## src/rtl/sprite_compositor.sv

```systemverilog
// Per-pixel sprite compositor: one sprite-ROM read port is shared by NUM_SLOTS objects.
// Slots are scanned one per cycle in priority order; the first opaque hit wins over the background.
module sprite_compositor #(
  parameter int          NUM_SLOTS = 8,
  parameter int          SPR_W     = 20,
  parameter int          SPR_H     = 20,
  parameter int          SCR_W     = 320,
  parameter int          SCR_H     = 240,
  parameter logic [17:0] TRANSP    = 18'h00001
) (
  input  logic        clk,
  input  logic        rst_n,
  input  logic        req_valid,
  output logic        req_ready,
  input  logic [9:0]  req_x,
  input  logic [9:0]  req_y,
  output logic        out_valid,
  input  logic        out_ready,
  output logic [17:0] out_pixel,
  output logic [9:0]  bg_x,
  output logic [9:0]  bg_y,
  input  logic [17:0] bg_data,
  output logic        rd_en,
  output logic [3:0]  rd_sel,
  output logic [9:0]  rd_x,
  output logic [9:0]  rd_y,
  output logic [1:0]  rd_dir,
  input  logic [17:0] rd_data,
  input  logic        cfg_we,
  input  logic [2:0]  cfg_slot,
  input  logic        cfg_en,
  input  logic [3:0]  cfg_sel,
  input  logic [1:0]  cfg_dir,
  input  logic [9:0]  cfg_x,
  input  logic [9:0]  cfg_y
);

  // state | meaning
  // IDLE  | waiting for a pixel request, req_ready high
  // SCAN  | evaluating slot k, issuing a ROM read on a hit
  // FLUSH | absorbing the read return of the last slot
  // DONE  | holding the composed pixel until out_ready

  localparam int          KW     = (NUM_SLOTS > 1) ? $clog2(NUM_SLOTS) : 1;
  localparam logic [10:0] SCR_W11 = 11'(SCR_W);
  localparam logic [10:0] SCR_H11 = 11'(SCR_H);
  localparam logic [10:0] SPR_W11 = 11'(SPR_W);
  localparam logic [10:0] SPR_H11 = 11'(SPR_H);

  typedef enum logic [1:0] {IDLE, SCAN, FLUSH, DONE} state_t;

  state_t        state_q, state_d;
  logic [KW-1:0] k_q, k_d;

  logic          slot_en  [NUM_SLOTS];
  logic [3:0]    slot_sel [NUM_SLOTS];
  logic [1:0]    slot_dir [NUM_SLOTS];
  logic [9:0]    slot_x   [NUM_SLOTS];
  logic [9:0]    slot_y   [NUM_SLOTS];

  logic [9:0]    px_q, py_q;
  logic          oob_q;
  logic          rd_pend_q;
  logic          won_q;
  logic [17:0]   result_q;

  logic [10:0]   sx, sy, px11, py11;
  logic          hit;

  always_ff @(posedge clk or negedge rst_n) begin
    if (!rst_n) begin
      for (int i = 0; i < NUM_SLOTS; i++) begin
        slot_en[i]  <= 1'b0;
        slot_sel[i] <= '0;
        slot_dir[i] <= '0;
        slot_x[i]   <= '0;
        slot_y[i]   <= '0;
      end
    end else if (cfg_we) begin
      slot_en[cfg_slot]  <= cfg_en;
      slot_sel[cfg_slot] <= cfg_sel;
      slot_dir[cfg_slot] <= cfg_dir;
      slot_x[cfg_slot]   <= cfg_x;
      slot_y[cfg_slot]   <= cfg_y;
    end
  end

  // Hit test is done in 11 bits so sx+SPR_W never wraps near the screen edge.
  always_comb begin
    px11 = {1'b0, px_q};
    py11 = {1'b0, py_q};
    sx   = {1'b0, slot_x[k_q]};
    sy   = {1'b0, slot_y[k_q]};
    hit  = (state_q == SCAN) && !oob_q && slot_en[k_q] &&
           (px11 >= sx) && (px11 < sx + SPR_W11) &&
           (py11 >= sy) && (py11 < sy + SPR_H11);
  end

  assign rd_en  = hit;
  assign rd_sel = hit ? slot_sel[k_q] : '0;
  assign rd_dir = hit ? slot_dir[k_q] : '0;
  assign rd_x   = hit ? (px_q - slot_x[k_q]) : '0;
  assign rd_y   = hit ? (py_q - slot_y[k_q]) : '0;

  assign req_ready = (state_q == IDLE);
  assign out_valid = (state_q == DONE);
  assign out_pixel = result_q;
  assign bg_x      = px_q;
  assign bg_y      = py_q;

  always_ff @(posedge clk or negedge rst_n) begin
    if (!rst_n) begin
      state_q <= IDLE;
      k_q     <= '0;
    end else begin
      state_q <= state_d;
      k_q     <= k_d;
    end
  end

  always_comb begin
    state_d = state_q;
    k_d     = k_q;
    case (state_q)
      IDLE: begin
        if (req_valid) begin
          state_d = SCAN;
          k_d     = '0;
        end
      end
      SCAN: begin
        if (k_q == KW'(NUM_SLOTS - 1)) state_d = FLUSH;
        else                           k_d     = k_q + KW'(1);
      end
      FLUSH: state_d = DONE;
      DONE: begin
        if (out_ready) state_d = IDLE;
      end
      default: state_d = IDLE;
    endcase
  end

  // Background arrives at scan step 1, together with slot 0's read return;
  // an opaque sprite return takes precedence over it.
  always_ff @(posedge clk or negedge rst_n) begin
    if (!rst_n) begin
      px_q      <= '0;
      py_q      <= '0;
      oob_q     <= 1'b0;
      rd_pend_q <= 1'b0;
      won_q     <= 1'b0;
      result_q  <= '0;
    end else begin
      rd_pend_q <= hit;
      case (state_q)
        IDLE: begin
          if (req_valid) begin
            px_q  <= req_x;
            py_q  <= req_y;
            oob_q <= ({1'b0, req_x} >= SCR_W11) || ({1'b0, req_y} >= SCR_H11);
            won_q <= 1'b0;
          end
        end
        SCAN, FLUSH: begin
          if (rd_pend_q && (rd_data != TRANSP) && !won_q) begin
            result_q <= rd_data;
            won_q    <= 1'b1;
          end else if ((state_q == SCAN) && (k_q == KW'(1))) begin
            result_q <= oob_q ? '0 : bg_data;
          end
        end
        default: ;
      endcase
    end
  end

endmodule
```

## config.mk

```make
export PLATFORM = sky130hd
export DESIGN_NAME = sprite_compositor
export DESIGN_NICKNAME = d
export VERILOG_FILES = /design/src/rtl/sprite_compositor.sv
export SDC_FILE = /design/constraint.sdc
export NUM_CORES = 1
export LEC_CHECK = 0
export ABC_AREA = 1
export CAP_MARGIN = 20
export CORE_ASPECT_RATIO = 0.5
export CORE_MARGIN = 10
export CORE_UTILIZATION = 55
export CTS_CLUSTER_DIAMETER = 30
export CTS_CLUSTER_SIZE = 40
export DETAILED_ROUTE_END_ITERATION = 6
export GPL_TIMING_DRIVEN = 0
export HOLD_SLACK_MARGIN = 0.15
export PLACE_DENSITY = 0.87
export SLEW_MARGIN = 20
export SYNTH_ARGS = -nofsm -noshare
export SYNTH_HDL_FRONTEND = slang
export SYNTH_SLANG_ARGS = --single-unit
export TNS_END_PERCENT = 5
```

## constraint.sdc

```tcl
create_clock -name clk -period 5.25 [get_ports clk]
set_clock_uncertainty 0.2 [all_clocks]
set_input_delay 0.7875 -clock clk [delete_from_list [all_inputs] [get_ports clk]]
set_output_delay 0.7875 -clock clk [all_outputs]
set_load 0.02 [all_outputs]
```

=== Word-level counts from Yosys, hierarchy flattened ===
Cells that the tools add are included.

* Register bits after elaboration: 262
* Input bits: 91
* Output and inout bits: 67
* Word-level logic and storage cells: 143

* $add $sub $neg: 5
* $lt $le $gt $ge: 9
* Equal/unequal tests: 11
* Muxes and demuxes: 45
* Bitwise operators: 2
* Reductions and logical operators: 23

{| class="wikitable"
|+ Operators with widths
! operator !! count
|-
| $bwmux 80 || 2
|-
| $mux 10 || 7
|-
| $bmux 10 s3 || 2
|-
| $mux 18 || 3
|-
| $bwmux 32 || 1
|-
| $demux 10 s3 || 1
|-
| $add 10x5->11 const B || 2
|-
| $lt 10x11->1 || 2
|-
| $ge 10x10->1 || 2
|-
| $sub 10x10->10 || 2
|-
| $ne 18x1->1 const B || 1
|-
| $bwmux 16 || 1
|-
| $mux 4 || 4
|-
| $mux 2 || 7
|-
| $bmux 4 s3 || 1
|-
| $demux 4 s3 || 1
|-
| $ge 10x8->1 const B || 1
|-
| $ge 10x9->1 const B || 1
|-
| $logic_and 1x1->1 || 10
|-
| $reduce_and 3->1 || 3
|-
| $bwmux 8 || 1
|-
| $ge 4x4->1 const B || 2
|-
| $ne 2x2->1 const B || 4
|-
| $not 3->4 || 2
|-
| 22 further kinds || 32
|}

=== Logic depth before layout (Yosys ltp) ===
Gate-level depths: netlist (run 1).

* Depth in word-level cells: 10
* Mapped depth: 26
* Mapped depth without buffers: 22

=== Least setup slack after synthesis (run 1) ===
OpenSTA, ideal clock, no wires.

* Path type: reg2out
* Start: register k_q[0]
* End: output rd_dir[0]
* Arrival time: 3.288 ns
* Required time: 4.263 ns
* Slack: 0.975 ns
* Cell stages (with the launch flop): 25
* Path buffers: 4
* Cell sequence: dfrtp_1 > buf_6 > buf_6 > buf_6 > nand2_1 > o211ai_1 > nand2_1 > inv_1 > o21ai_0 > ha_1 > inv_1 > a21oi_2 > xor2_1 > ha_1 > a21o_1 > nor2_1 > nand2_1 > nand2_1 > nand2_1 > nand2_1 > nand2_1 > nand2_1 > nand3_4 > buf_6 > nor2_1

* Longest elaborated chain between the ends: 10
* Elaborated cells between the ends (all ways): 25
* Those cells by class: add/sub: 2; order compare: 4; mux: 13; bitwise: 1; reduce/logical: 5

{| class="wikitable"
|+ RTL lines
! item !! line !! RTL
|-
| start: declaration || 53 || <nowiki>logic [KW-1:0] k_q, k_d;</nowiki>
|-
| start signal: assignment || 117 || <nowiki>k_q <= k_d;</nowiki>
|-
| $not 3->4 (implied by the code) * || - ||
|-
| $bmux 10 s3 / $bmux 1 s3 (equally long branches) || 92, 94 ||
|-
| $mux 10 (implied by the code) / $mux 1 (equally long branches) (2 in series) || 92, 94 ||
|-
| $add 10x5->11, or another cell as far along || 95 || <nowiki>(px11 >= sx) && (px11 < sx + SPR_W11) &&</nowiki>
|-
| $lt 10x11->1 / $logic_and 1x1->1 (equally long branches) || 95, 94 ||
|-
| $logic_and 1x1->1 (2 in series) || 95 ||
|-
| $logic_and 1x1->1 || 96 || <nowiki>(py11 >= sy) && (py11 < sy + SPR_H11);</nowiki>
|-
| $mux 2 * || 101 || <nowiki>assign rd_dir = hit ? slot_dir[k_q] : '0;</nowiki>
|-
| end: declaration || 27 || <nowiki>output logic [1:0] rd_dir,</nowiki>
|}

Mark *: on every way between the ends. The rest lies on a longest branch, timed or not. The select of a mux whose other input is x is not followed.

=== Worst setup path in the final report (run 1) ===
* Start: register k_q[1]
* End: output rd_dir[0]

Same word-level chain as after synthesis.

==> results of run 1 <==
[metal layers]
metal | up-vias | share of wire [%]
met5 | - | 0
met1 | 6698 | 37
met3 | 194 | 13
li1 | 6299 | -
met4 | 0 | 4.2
met2 | 1023 | 45
[state kept, by name (all words and copies together) (netlist names)]
register	cells
bg_y	10
k_q	3
slot_sel	32
slot_y	80
rd_pend_q	1
won_q	1
slot_en	8
oob_q	1
slot_x	80
bg_x	10
out_pixel	18
state_q	2
slot_dir	16
[cell type report]
class | count | area [µm²] | area share [%]
multi-input cells | 1296 | 6330 | 36.4
inverters | 162 | 611 | 3.51
plain buffers | 94 | 553 | 3.18
repair buffers | 173 | 1680 | 9.63
well taps | 336 | 420 | 2.41
clock buffers | 43 | 991 | 5.69
flip-flops and latches | 262 | 6560 | 37.7
clock inverters | 26 | 267 | 1.53
[cells by family after synthesis]
kind of cell / after synthesis
flops: 262
fa+ha+maj: 47
buf+inv: 258
compound gates: 376
simple gates: 849
xor+xnor: 24
[worst register-to-register path, stage by stage (launching register included)]
cell and delay [ns]:
dfrtp_1 0.42, inv_2 0.22, buf_4 0.26, clkbuf_4 0.28
o21ai_0 0.13, o22ai_1 0.20, nor2_1 0.09, a31oi_2 0.31
ha_1 0.23, inv_1 0.10, fa_1 0.45, nand3_1 0.12
nand4_1 0.13, nand2_1 0.12, nor2_1 0.07, nand3_4 0.18
buf_12 0.17, inv_1 0.05
[worst paths after layout]
kind / startpoint / cells after the start / slack [ns] / end
setup / recovery: k_q[1] / 18 / 0.03 / rd_dir[0]
min in group asynchronous: rst_n / 2 / 0.60 / slot_y[19]
max in group asynchronous: rst_n / 3 / 3.33 / k_q[0]
setup reg to reg: k_q[1] / 17 / 1.41 / rd_pend_q
hold reg to reg: slot_x[21] / 2 / 0.28 / slot_x[21]
hold / removal: slot_x[21] / 2 / 0.28 / slot_x[21]
[cells in the mapped netlist (3+ instances only)]
| library cell | n | area, µm² |
|---|---|---|
| ha_1 | 45 | 563 |
| xnor2_1 | 6 | 52.6 |
| nor4_1 | 4 | 25.0 |
| nor2_2 | 9 | 56.3 |
| o21ai_1 | 10 | 50.1 |
| nand3_1 | 110 | 551 |
| nand2_2 | 3 | 18.8 |
| inv_1 | 159 | 597 |
| nor3_1 | 8 | 40.0 |
| o221ai_1 | 8 | 70.1 |
| buf_6 | 9 | 101 |
| buf_2 | 12 | 60.1 |
| buf_4 | 8 | 60.1 |
| clkbuf_1 | 65 | 244 |
| nand4_1 | 7 | 43.8 |
| a21oi_1 | 31 | 155 |
| o22ai_1 | 12 | 75.1 |
| a31oi_1 | 5 | 31.3 |
| dfrtp_1 | 262 | 6560 |
| xor2_1 | 18 | 158 |
| nor2_1 | 149 | 559 |
| o211ai_1 | 7 | 52.6 |
| nand2_1 | 557 | 2090 |
| a21o_1 | 4 | 30.0 |
| o21ai_0 | 291 | 1460 |
[where the power goes]
group          switching [µW]  internal, µW
Combinational            3230          1880
Clock                    1010          1540
Sequential                334          2480
Total                    4580          5890
[through the flow]
step / hold slack (ns) / util [%] / instances / setup slack, ns / setup TNS (ns)
after detailed placement: 0.268 / 65.3 / 2311 / -0.576 / -13.29
after CTS: 0.282 / 70.5 / 2382 / 0.000708 / 0
after global placement: 0.260 / 65.0 / 2309 / -7.75 / -2034.49
final: 0.282 / 71.4 / 2392 / 0.0264 / 0
after floorplan: 0.248 / - / 1816 / 0.975 / 0
after global routing: 0.306 / 71.4 / 2392 / -0.0710 / -0.874
[timing repair]
action	CTS	global route
gates resized for setup	128	79
pin swaps	1	14
hold buffers	1	0
gates cloned	0	1
endpoints found under the setup margin	27	27
endpoints found under the hold margin	64	0
buffers inserted	2	10
==> out/qor.csv, run 1 <==
stage,metric,value,unit
run_status,status,"finished, final reports clean",
global_route,met3 Use GR,7.91,%
cts,Num CTS Buffers,38,
yosys,syn nets,1954,
floorplan,# rows,40,
sta,Final min period,5.22,ns
placement,final HPWL from detailed placement,32100,µm
yosys,Synth Area in XOR/XNOR,1.52,%
yosys,mux share of post-synthesis cell area,0,%
yosys,sequential area share after synthesis,47.3,%
sta,Worst-Margin Slew,0.909,ns
setup_path,Crit. End Element,output port,
sta,Slew Limit Fails,0,
cts,Clock Path Buffers,3,
drt,DR DRC count,0,
sta,final setup vio count,0,
global_route,met1 Usage GRT,35.1,%
yosys,number of distinct library cells after synthesis,37,
drt,initial detailed-routing violation count,1959,
sta,RSZ-0062 raised after global routing,yes,
placement,IO buf count,157,
global_route,grt met2 use,44.9,%
finish,fraction of layout cells with a size suffix above 1,9.10,%
finish,most frequent cells in the layout,"555 x nand2_1, 278 x o21ai_0, 261 x dfrtp_1, 158 x inv_1, 140 x nor2_1",
yosys,Post-Synth Adder-Cell Area,4.35,%
yosys,largest family of logic cells by synthesized area,simple AND/OR/NAND/NOR gates,
drt,drt pass-1 iters,7,
power_and_ir_drop,power per cell area,602,nW/µm²
global_route,initial antenna violation count,0,
setup_path,Critical Path RT,4.26,ns
yosys,Mapped Cells,1816,
drt,Vias/cell,5.94,
global_route,total grt overflow,0,
finish,"most common cell after layout, fill and taps aside",nand2_1,
finish,post-route cell area,17400,µm²
drt,final wirelength,47800,µm
sta,Worst slew margin,39.4,%
global_route,number of global-route vias before repair,13789,
run,Max Cap Viol,0,
placement,gp weighted congestion,0.936,
cts,"CTS clk-pin slew, worst paths",0.06,ns
cts,CTS tree,built,
cts,Worst-Skew Late Latency,0.55,ns
setup_path,crit path cell chain,inv_2 -> buf_4 -> clkbuf_4 -> o21ai_0 -> o22ai_1 -> nor2_1 -> a31oi_2 -> ha_1 -> inv_1 -> fa_1 -> nand3_1 -> nand4_1 -> nand2_1 -> nor2_1 -> nand3_4 -> clkbuf_16 -> nor2_2 -> buf_4,
sta,f_max,191,MHz
setup_path,Critical Path Source Type,flip-flop,
finish,Area Growth Syn to Fin,25.7,%
yosys,"Top FF cell, synth",dfrtp_1,
sta,Final Hold Vio Count,0,
floorplan,Die X,244,µm
sta,period utilization,99.5,%
yosys,Yosys warnings,0,
setup_path,Critical Path Fanout Max,10,
drt,DRT antenna net count,0,
floorplan,initial core utilization,56.8,%
yosys,Synth Area in Simple Gates,24.6,%
global_route,overall routing resource usage,28.2,%
cts,Root Buffer,clkbuf_16,
yosys,"EDFF count, synth",0,
finish,ant diodes,0,
setup_path,Slowest cell on crit path,fa_1,
setup_path,crit path buf inv count,6,
power_and_ir_drop,Leak,0.00861,µW
drt,wire length per cell,20.0,µm
worst_hold_path,Worst Hold Class,reg -> reg,
placement,Placed Area,15900,µm²
global_route,largest net degree at the start of global routing,102,
yosys,Compound-Gate Fraction of Synth Area,14.4,%
setup_path,Crit Path Category,reg -> out,
global_route,global-route wire length before repair,73600,µm
setup_path,CP max stage delay,0.45,ns
floorplan,Core ar.,24400,µm²
cts,H-tree depth,2,
cts,CTS Sinks,262,
floorplan,Die Y,132,µm
finish,Fillers,1775,
global_route,Top Usage Layer GRT,met2,
floorplan,die area,32300,µm²
floorplan,Top Ports,158,
power_and_ir_drop,PnR Total Power,10500,µW
drt,overall via count from detail_route,14214,
setup_path,Critical Path AT,4.24,ns
yosys,Mapped Area,13900,µm²
power_and_ir_drop,peak supply drop,0.316,mV
yosys,#FFs+latches synth,262,
yosys,"Async S/R FF share, synth",100,%
finish,final net count,2165,
setup_path,CP top delay family,buffers and inverters,
yosys,Avg Inst Size Synth,7.63,µm²
No activity file was read; power rests on OpenSTA's default activity.
==> run 2, diff against run 1 <==
Settings changed: SKIP_LAST_GASP set to 1.
==> out/qor.csv, run 2 (same netlist as run 1, synthesis figures left out) <==
stage,metric,value,unit,change
run_status,status,finished with violations,,"was finished, final reports clean"
run_status,failing checks,DRC,,
power_and_ir_drop,PnR Total Power,10500,µW,about the same
floorplan,Core ar.,24400,µm²,unchanged
drt,initial detailed-routing violation count,1969,,was 1959
cts,CTS tree,built,,unchanged
finish,fraction of layout cells with a size suffix above 1,8.43,%,was 9.10%
floorplan,# rows,40,,unchanged
cts,Root Buffer,clkbuf_16,,unchanged
global_route,overall routing resource usage,28.3,%,was 28.2%
finish,most frequent cells in the layout,"557 x nand2_1, 280 x o21ai_0, 261 x dfrtp_1, 159 x inv_1, 144 x nor2_1",,"was 555 x nand2_1, 278 x o21ai_0, 261 x dfrtp_1, 158 x inv_1, 140 x nor2_1"
power_and_ir_drop,Leak,0.00858,µW,was 0.00861 µW
sta,period utilization,98.6,%,was 99.5%
placement,IO buf count,157,,unchanged
sta,Final min period,5.18,ns,was 5.22 ns
finish,final net count,2160,,was 2165
setup_path,Critical Path AT,4.19,ns,was 4.24 ns
finish,Finished Layout Cells,2387,,was 2392
setup_path,Crit. End Element,output port,,unchanged
sta,RSZ-0062 raised after global routing,yes,,unchanged
setup_path,Critical Path RT,4.26,ns,about the same
floorplan,Top Ports,158,,unchanged
global_route,global-route wire length before repair,73600,µm,about the same
sta,Setup TNS Final,0,ns,unchanged
cts,CTS Sinks,262,,unchanged
sta,worst hold slack,0.282,ns,about the same
drt,Vias/cell,5.95,,was 5.94
setup_path,Worst Reg-to-Reg Cells,17,,unchanged
setup_path,Critical Path Source Type,flip-flop,,unchanged
drt,DR DRC count,1,,was 0
power_and_ir_drop,clock share of power,24.4,%,was 24.3%
global_route,largest net degree at the start of global routing,102,,unchanged
worst_hold_path,Hold Crit Depth,2,,unchanged
worst_hold_path,hold path start,slot_sel[29],,was slot_x[21]
drt,final wirelength,48000,µm,was 47800 µm
drt,drt pass-1 iters,7,,unchanged
sta,Slew Limit Fails,0,,unchanged
power_and_ir_drop,peak supply drop,0.311,mV,was 0.316 mV
floorplan,Die X,244,µm,unchanged
cts,H-tree depth,2,,unchanged
setup_path,RR Endpoint,rd_pend_q,,unchanged
cts,Num CTS Buffers,38,,unchanged
setup_path,Crit Path Category,reg -> out,,unchanged
power_and_ir_drop,power per cell area,603,nW/µm²,was 602 nW/µm²
global_route,total grt overflow,0,,unchanged
floorplan,die area,32300,µm²,unchanged
floorplan,Die Y,132,µm,unchanged
sta,f_max,193,MHz,was 191 MHz
power_and_ir_drop,Flop pwr share,26.9,%,was 26.8%
cts,Worst-Skew Late Latency,0.55,ns,about the same
floorplan,initial core utilization,56.8,%,unchanged
power_and_ir_drop,Comb power frac,48.7,%,was 48.8%
setup_path,Critical Path Fanout Max,10,,unchanged
finish,Area Growth Syn to Fin,25.2,%,was 25.7%
finish,"most common cell after layout, fill and taps aside",nand2_1,,unchanged
drt,DRT antenna net count,0,,unchanged
worst_hold_path,Worst Hold Class,reg -> reg,,unchanged
worst_hold_path,Hold Path End,slot_sel[29],,was slot_x[21]
cts,"CTS clk-pin slew, worst paths",0.06,ns,about the same
placement,final HPWL from detailed placement,32100,µm,unchanged
drt,overall via count from detail_route,14206,,was 14214
power_and_ir_drop,Internal Power,5860,µW,was 5890 µW
sta,Final Hold Vio Count,0,,unchanged
power_and_ir_drop,switch share,43.9,%,was 43.7%
drt,wire length per cell,20.1,µm,was 20.0 µm
sta,final setup vio count,0,,unchanged
run,Max Cap Viol,0,,unchanged
global_route,number of global-route vias before repair,13778,,was 13789
global_route,initial antenna violation count,0,,unchanged
placement,placed insts,2311,,unchanged
setup_path,Worst R2R Setup Slack,1.43,ns,was 1.41 ns
finish,biggest regs,"slot_x x80, slot_y x80, slot_sel x32",,unchanged
cts,Clock Path Buffers,3,,unchanged
setup_path,r2r startpoint,k_q[1],,unchanged
placement,gp weighted congestion,0.936,,unchanged
sta,Worst-Margin Slew,0.900,ns,was 0.909 ns
sta,Worst slew margin,40.0,%,was 39.4%
power_and_ir_drop,sw power,4590,µW,was 4580 µW
finish,ant diodes,0,,unchanged
run 2: power by group through the flow:
stage | combinational [µW] | clock [µW] | sequential [µW]
after floorplan | 3140 | 0 | 2880
after global placement | 4530 | 0 | 2800
after detailed placement | 4680 | 0 | 2820
after CTS | 4800 | 2530 | 2800
after global routing | 5610 | 2630 | 2860
final | 5090 | 2550 | 2810
run 2: worst max-delay path, stage by stage (launching register included):
cell      delay, ns
dfrtp_1        0.42
inv_2          0.21
clkbuf_4       0.29
clkbuf_4       0.27
o21ai_0        0.12
o22ai_1        0.15
nor2_1         0.09
a31oi_4        0.27
ha_1           0.23
inv_1          0.09
fa_1           0.46
nand4_1        0.12
nand3_1        0.08
nor2_1         0.14
nor2_1         0.10
nand3_4        0.19
buf_8          0.18
inv_1          0.06
buf_2          0.17
run 2: stage by stage:
stage               setup slack, ns  instance area (µm²)  utilization (%)
CTS                         -0.0943                17200             70.7
finish                       0.0711                17300             71.2
floorplan                     0.975                13900                -
global placement              -7.75                15800             65.0
global route                -0.0736                17300             71.2
detailed placement           -0.576                15900             65.3
run 2: layer usage:
layer / vias up / share of wire, % / track usage (%)
met5: - / 0 / 0
met4: 0 / 4.6 / 13.0
met3: 220 / 13 / 8.13
met2: 1022 / 45 / 45.0
met1: 6679 / 37 / 35.0
li1: 6285 / - / -
run 2: final cells by class:
| cell class | count | area [µm²] |
|---|---|---|
| well taps | 336 | 420 |
| flip-flops and latches | 262 | 6560 |
| fillers | 1799 | 7030 |
| repair buffers | 168 | 1630 |
| clock inverters | 26 | 267 |
| multi-input cells | 1296 | 6320 |
| plain buffers | 94 | 542 |
| inverters | 162 | 608 |
| clock buffers | 43 | 991 |
run 2: timing repair:
| action | 4_1_cts | 5_1_grt |
|---|---|---|
| gates resized for setup | 103 | 84 |
| endpoints found under the setup margin | 27 | 27 |
| cloned | 0 | 1 |
| setup buffers | 2 | 5 |
| hold endpoints to repair | 64 | 0 |
| hold buffers | 1 | 0 |
| pin swaps | 0 | 8 |
run 2: how the worst max path moves through the flow:
stage,startpoint,end,depth (start not counted)
floorplan,k_q[0],rd_dir[0],24
global placement,rst_n,out_pixel[5],1
detailed placement,k_q[0],rd_en,19
CTS,k_q[0],rd_y[5],26
global route,k_q[1],rd_x[8],24
finish,k_q[1],rd_en,18
==> run 3, diff against run 2 <==
Settings changed: CORE_UTILIZATION 55 to 50, GPL_TIMING_DRIVEN 0 to 1, PLACE_DENSITY 0.87 to 0.81.
==> out/qor.csv, run 3 (same netlist as run 1, synthesis figures left out) <==
stage,metric,value,unit,change
run,Max Cap Viol,0,,unchanged
drt,DR WL met2,17900,µm,was 21600 µm
setup_path,RR Endpoint,rd_pend_q,,unchanged
setup_path,cell mode on critical path,nand2_1,,was nor2_1
drt,drt pass-1 iters,5,,was 7
finish,biggest regs,"slot_x x80, slot_y x80, slot_sel x32",,unchanged
placement,gp weighted congestion,0.951,,was 0.936
cts,Worst-Skew Late Latency,0.51,ns,was 0.55 ns
sta,f_max,186,MHz,was 193 MHz
sta,final setup vio count,9,,was 0
setup_path,Slowest cell on crit path,clkdlybuf4s50_1,,was fa_1
sta,Worst-Margin Slew,1.01,ns,was 0.900 ns
finish,fraction of layout cells with a size suffix above 1,5.92,%,was 8.43%
floorplan,# rows,42,,was 40
drt,DR DRC count,0,,was 1
power_and_ir_drop,Leak,0.00864,µW,was 0.00858 µW
floorplan,Die Y,138,µm,was 132 µm
sta,Final min period,5.37,ns,was 5.18 ns
sta,RSZ-0062 raised after global routing,yes,,unchanged
drt,highest metal used,met4,,unchanged
setup_path,CP max stage delay,0.64,ns,was 0.46 ns
placement,final HPWL from detailed placement,25300,µm,was 32100 µm
cts,Clock Path Buffers,3,,unchanged
sta,final worst slack,-0.123,ns,was 0.0711 ns
floorplan,initial core utilization,51.6,%,was 56.8%
floorplan,die area,35200,µm²,was 32300 µm²
drt,metal1 wirelength,17600,µm,was 17700 µm
global_route,initial antenna violation count,0,,unchanged
setup_path,Critical Path Source Type,flip-flop,,unchanged
setup_path,crit path buf inv count,5,,was 7
worst_hold_path,Hold Crit Depth,2,,unchanged
power_and_ir_drop,power per cell area,582,nW/µm²,was 603 nW/µm²
cts,CTS Sinks,262,,unchanged
drt,final wirelength,39100,µm,was 48000 µm
setup_path,r2r startpoint,k_q[0],,was k_q[1]
setup_path,Crit Path Category,reg -> out,,unchanged
floorplan,Top Ports,158,,unchanged
global_route,largest net degree at the start of global routing,135,,was 102
drt,overall via count from detail_route,12712,,was 14206
cts,"CTS clk-pin slew, worst paths",0.06,ns,about the same
drt,met3 WL,2930,µm,was 6440 µm
cts,H-tree depth,2,,unchanged
setup_path,Worst Reg-to-Reg Cells,16,,was 17
setup_path,Critical Path Fanout Max,43,,was 10
floorplan,Die X,255,µm,was 244 µm
cts,post-CTS setup buffers,0,,was 2
global_route,global-route wire length before repair,63300,µm,was 73600 µm
setup_path,Crit. End Element,output port,,unchanged
worst_hold_path,hold path start,slot_y[21],,was slot_sel[29]
placement,IO buf count,157,,unchanged
setup_path,CP top delay family,buffers and inverters,,unchanged
finish,most frequent cells in the layout,"557 x nand2_1, 290 x o21ai_0, 260 x dfrtp_1, 159 x inv_1, 148 x nor2_1",,"was 557 x nand2_1, 280 x o21ai_0, 261 x dfrtp_1, 159 x inv_1, 144 x nor2_1"
finish,"most common cell after layout, fill and taps aside",nand2_1,,unchanged
cts,CTS tree,built,,unchanged
finish,Area Growth Syn to Fin,22.7,%,was 25.2%
drt,Vias/cell,5.41,,was 5.95
sta,Final Hold Vio Count,0,,unchanged
worst_hold_path,Hold Path End,slot_y[21],,was slot_sel[29]
setup_path,crit path cell chain,buf_12 -> nor2_1 -> nor2_1 -> o21ai_0 -> nand2_1 -> inv_1 -> o21ai_0 -> ha_1 -> inv_1 -> a21oi_2 -> xor2_1 -> ha_1 -> a21o_1 -> nor2_1 -> nand2_1 -> nand2_1 -> nand2_1 -> nand2_1 -> nand2_1 -> nand2_1 -> nand3_4 -> buf_12 -> nor2_1 -> clkdlybuf4s50_1,,was inv_2 -> clkbuf_4 -> clkbuf_4 -> o21ai_0 -> o22ai_1 -> nor2_1 -> a31oi_4 -> ha_1 -> inv_1 -> fa_1 -> nand4_1 -> nand3_1 -> nor2_1 -> nor2_1 -> nand3_4 -> buf_8 -> inv_1 -> buf_2
finish,ant diodes,0,,unchanged
drt,wire length per cell,16.6,µm,was 20.1 µm
sta,Setup TNS Final,-0.871,ns,was 0 ns
drt,initial detailed-routing violation count,1293,,was 1969
power_and_ir_drop,peak supply drop,0.272,mV,was 0.311 mV
drt,DRT antenna net count,0,,unchanged
global_route,number of global-route vias before repair,12189,,was 13778
sta,period utilization,102,%,was 98.6%
global_route,total grt overflow,0,,unchanged
run_status,status,finished with violations,,unchanged
floorplan,Core ar.,26900,µm²,was 24400 µm²
run_status,failing checks,setup timing,,was DRC
setup_path,Critical Path RT,4.26,ns,about the same
worst_hold_path,Worst Hold Class,reg -> reg,,unchanged
setup_path,Worst R2R Setup Slack,1.63,ns,was 1.43 ns
cts,Num CTS Buffers,35,,was 38
finish,final net count,2090,,was 2160
sta,Slew Limit Fails,0,,unchanged
global_route,overall routing resource usage,21.9,%,was 28.3%
sta,Worst slew margin,32.4,%,was 40.0%
cts,Root Buffer,clkbuf_16,,unchanged
setup_path,Critical Path AT,4.39,ns,was 4.19 ns
sta,worst hold slack,0.279,ns,was 0.282 ns
-- run 3: worst max-delay path by stage --
stage	startpoint	end	slack, ns	cells after the start
after floorplan	k_q[0]	rd_dir[0]	0.97	24
after global placement	k_q[0]	rd_en	0.28	17
after detailed placement	k_q[0]	rd_y[4]	0.23	24
after CTS	k_q[0]	rd_y[9]	-0.14	24
after global routing	k_q[0]	rd_x[1]	-0.41	24
final	k_q[0]	rd_x[8]	-0.12	24
-- run 3: timing repair --
action                                  CTS  global route
endpoints found under the hold margin     0            69
gates resized for setup                   9            17
endpoints found under the setup margin   27            27
hold buffers                              0             1
-- run 3: layout make-up --
| cell class | count | area, µm² |
|---|---|---|
| timing repair buffer | 195 | 1980 |
| inverter | 162 | 611 |
| fill | 2223 | 9850 |
| clock buffer | 43 | 916 |
| sequential | 262 | 6560 |
| multi-input combinational | 1296 | 6230 |
| clock inverter | 19 | 230 |
| tap | 374 | 468 |
-- run 3: power breakdown --
group          leakage (µW)  internal, µW  switching [µW]
Combinational       0.00480          1750            2980
Sequential          0.00329          2480             335
Clock              0.000549          1410             935
-- run 3: per-layer routing --
metal	vias up	track usage, %
met5	-	0
met4	0	6.35
met3	64	5.00
met2	464	35.9
met1	6051	28.8
li1	6133	-
-- run 3: metrics by stage --
step	utilization [%]	cell area, µm²	instances	worst slack, ns	total power, µW
2_1_floorplan	-	13900	1816	0.975	6020
3_3_place_gp	58.6	15700	2287	0.275	7340
3_5_place_dp	58.6	15700	2287	0.228	7440
4_1_cts	63.0	16900	2349	-0.138	9870
5_1_grt	63.3	17000	2351	-0.415	10600
6_report	63.3	17000	2351	-0.123	9890
-- run 3: worst reg2reg max path, stage by stage (launching register included) --
cell and delay (ns):
dfrtp_4 0.45, buf_12 0.23, buf_4 0.38, o21ai_0 0.15, o22ai_1 0.17, nor2_1 0.06, a31oi_1 0.34, ha_1 0.24
inv_1 0.09, fa_1 0.44, nand3_1 0.12, nand4_1 0.09, nand2_1 0.09, nor2_1 0.06, nand3_4 0.10, buf_4 0.23
inv_1 0.08
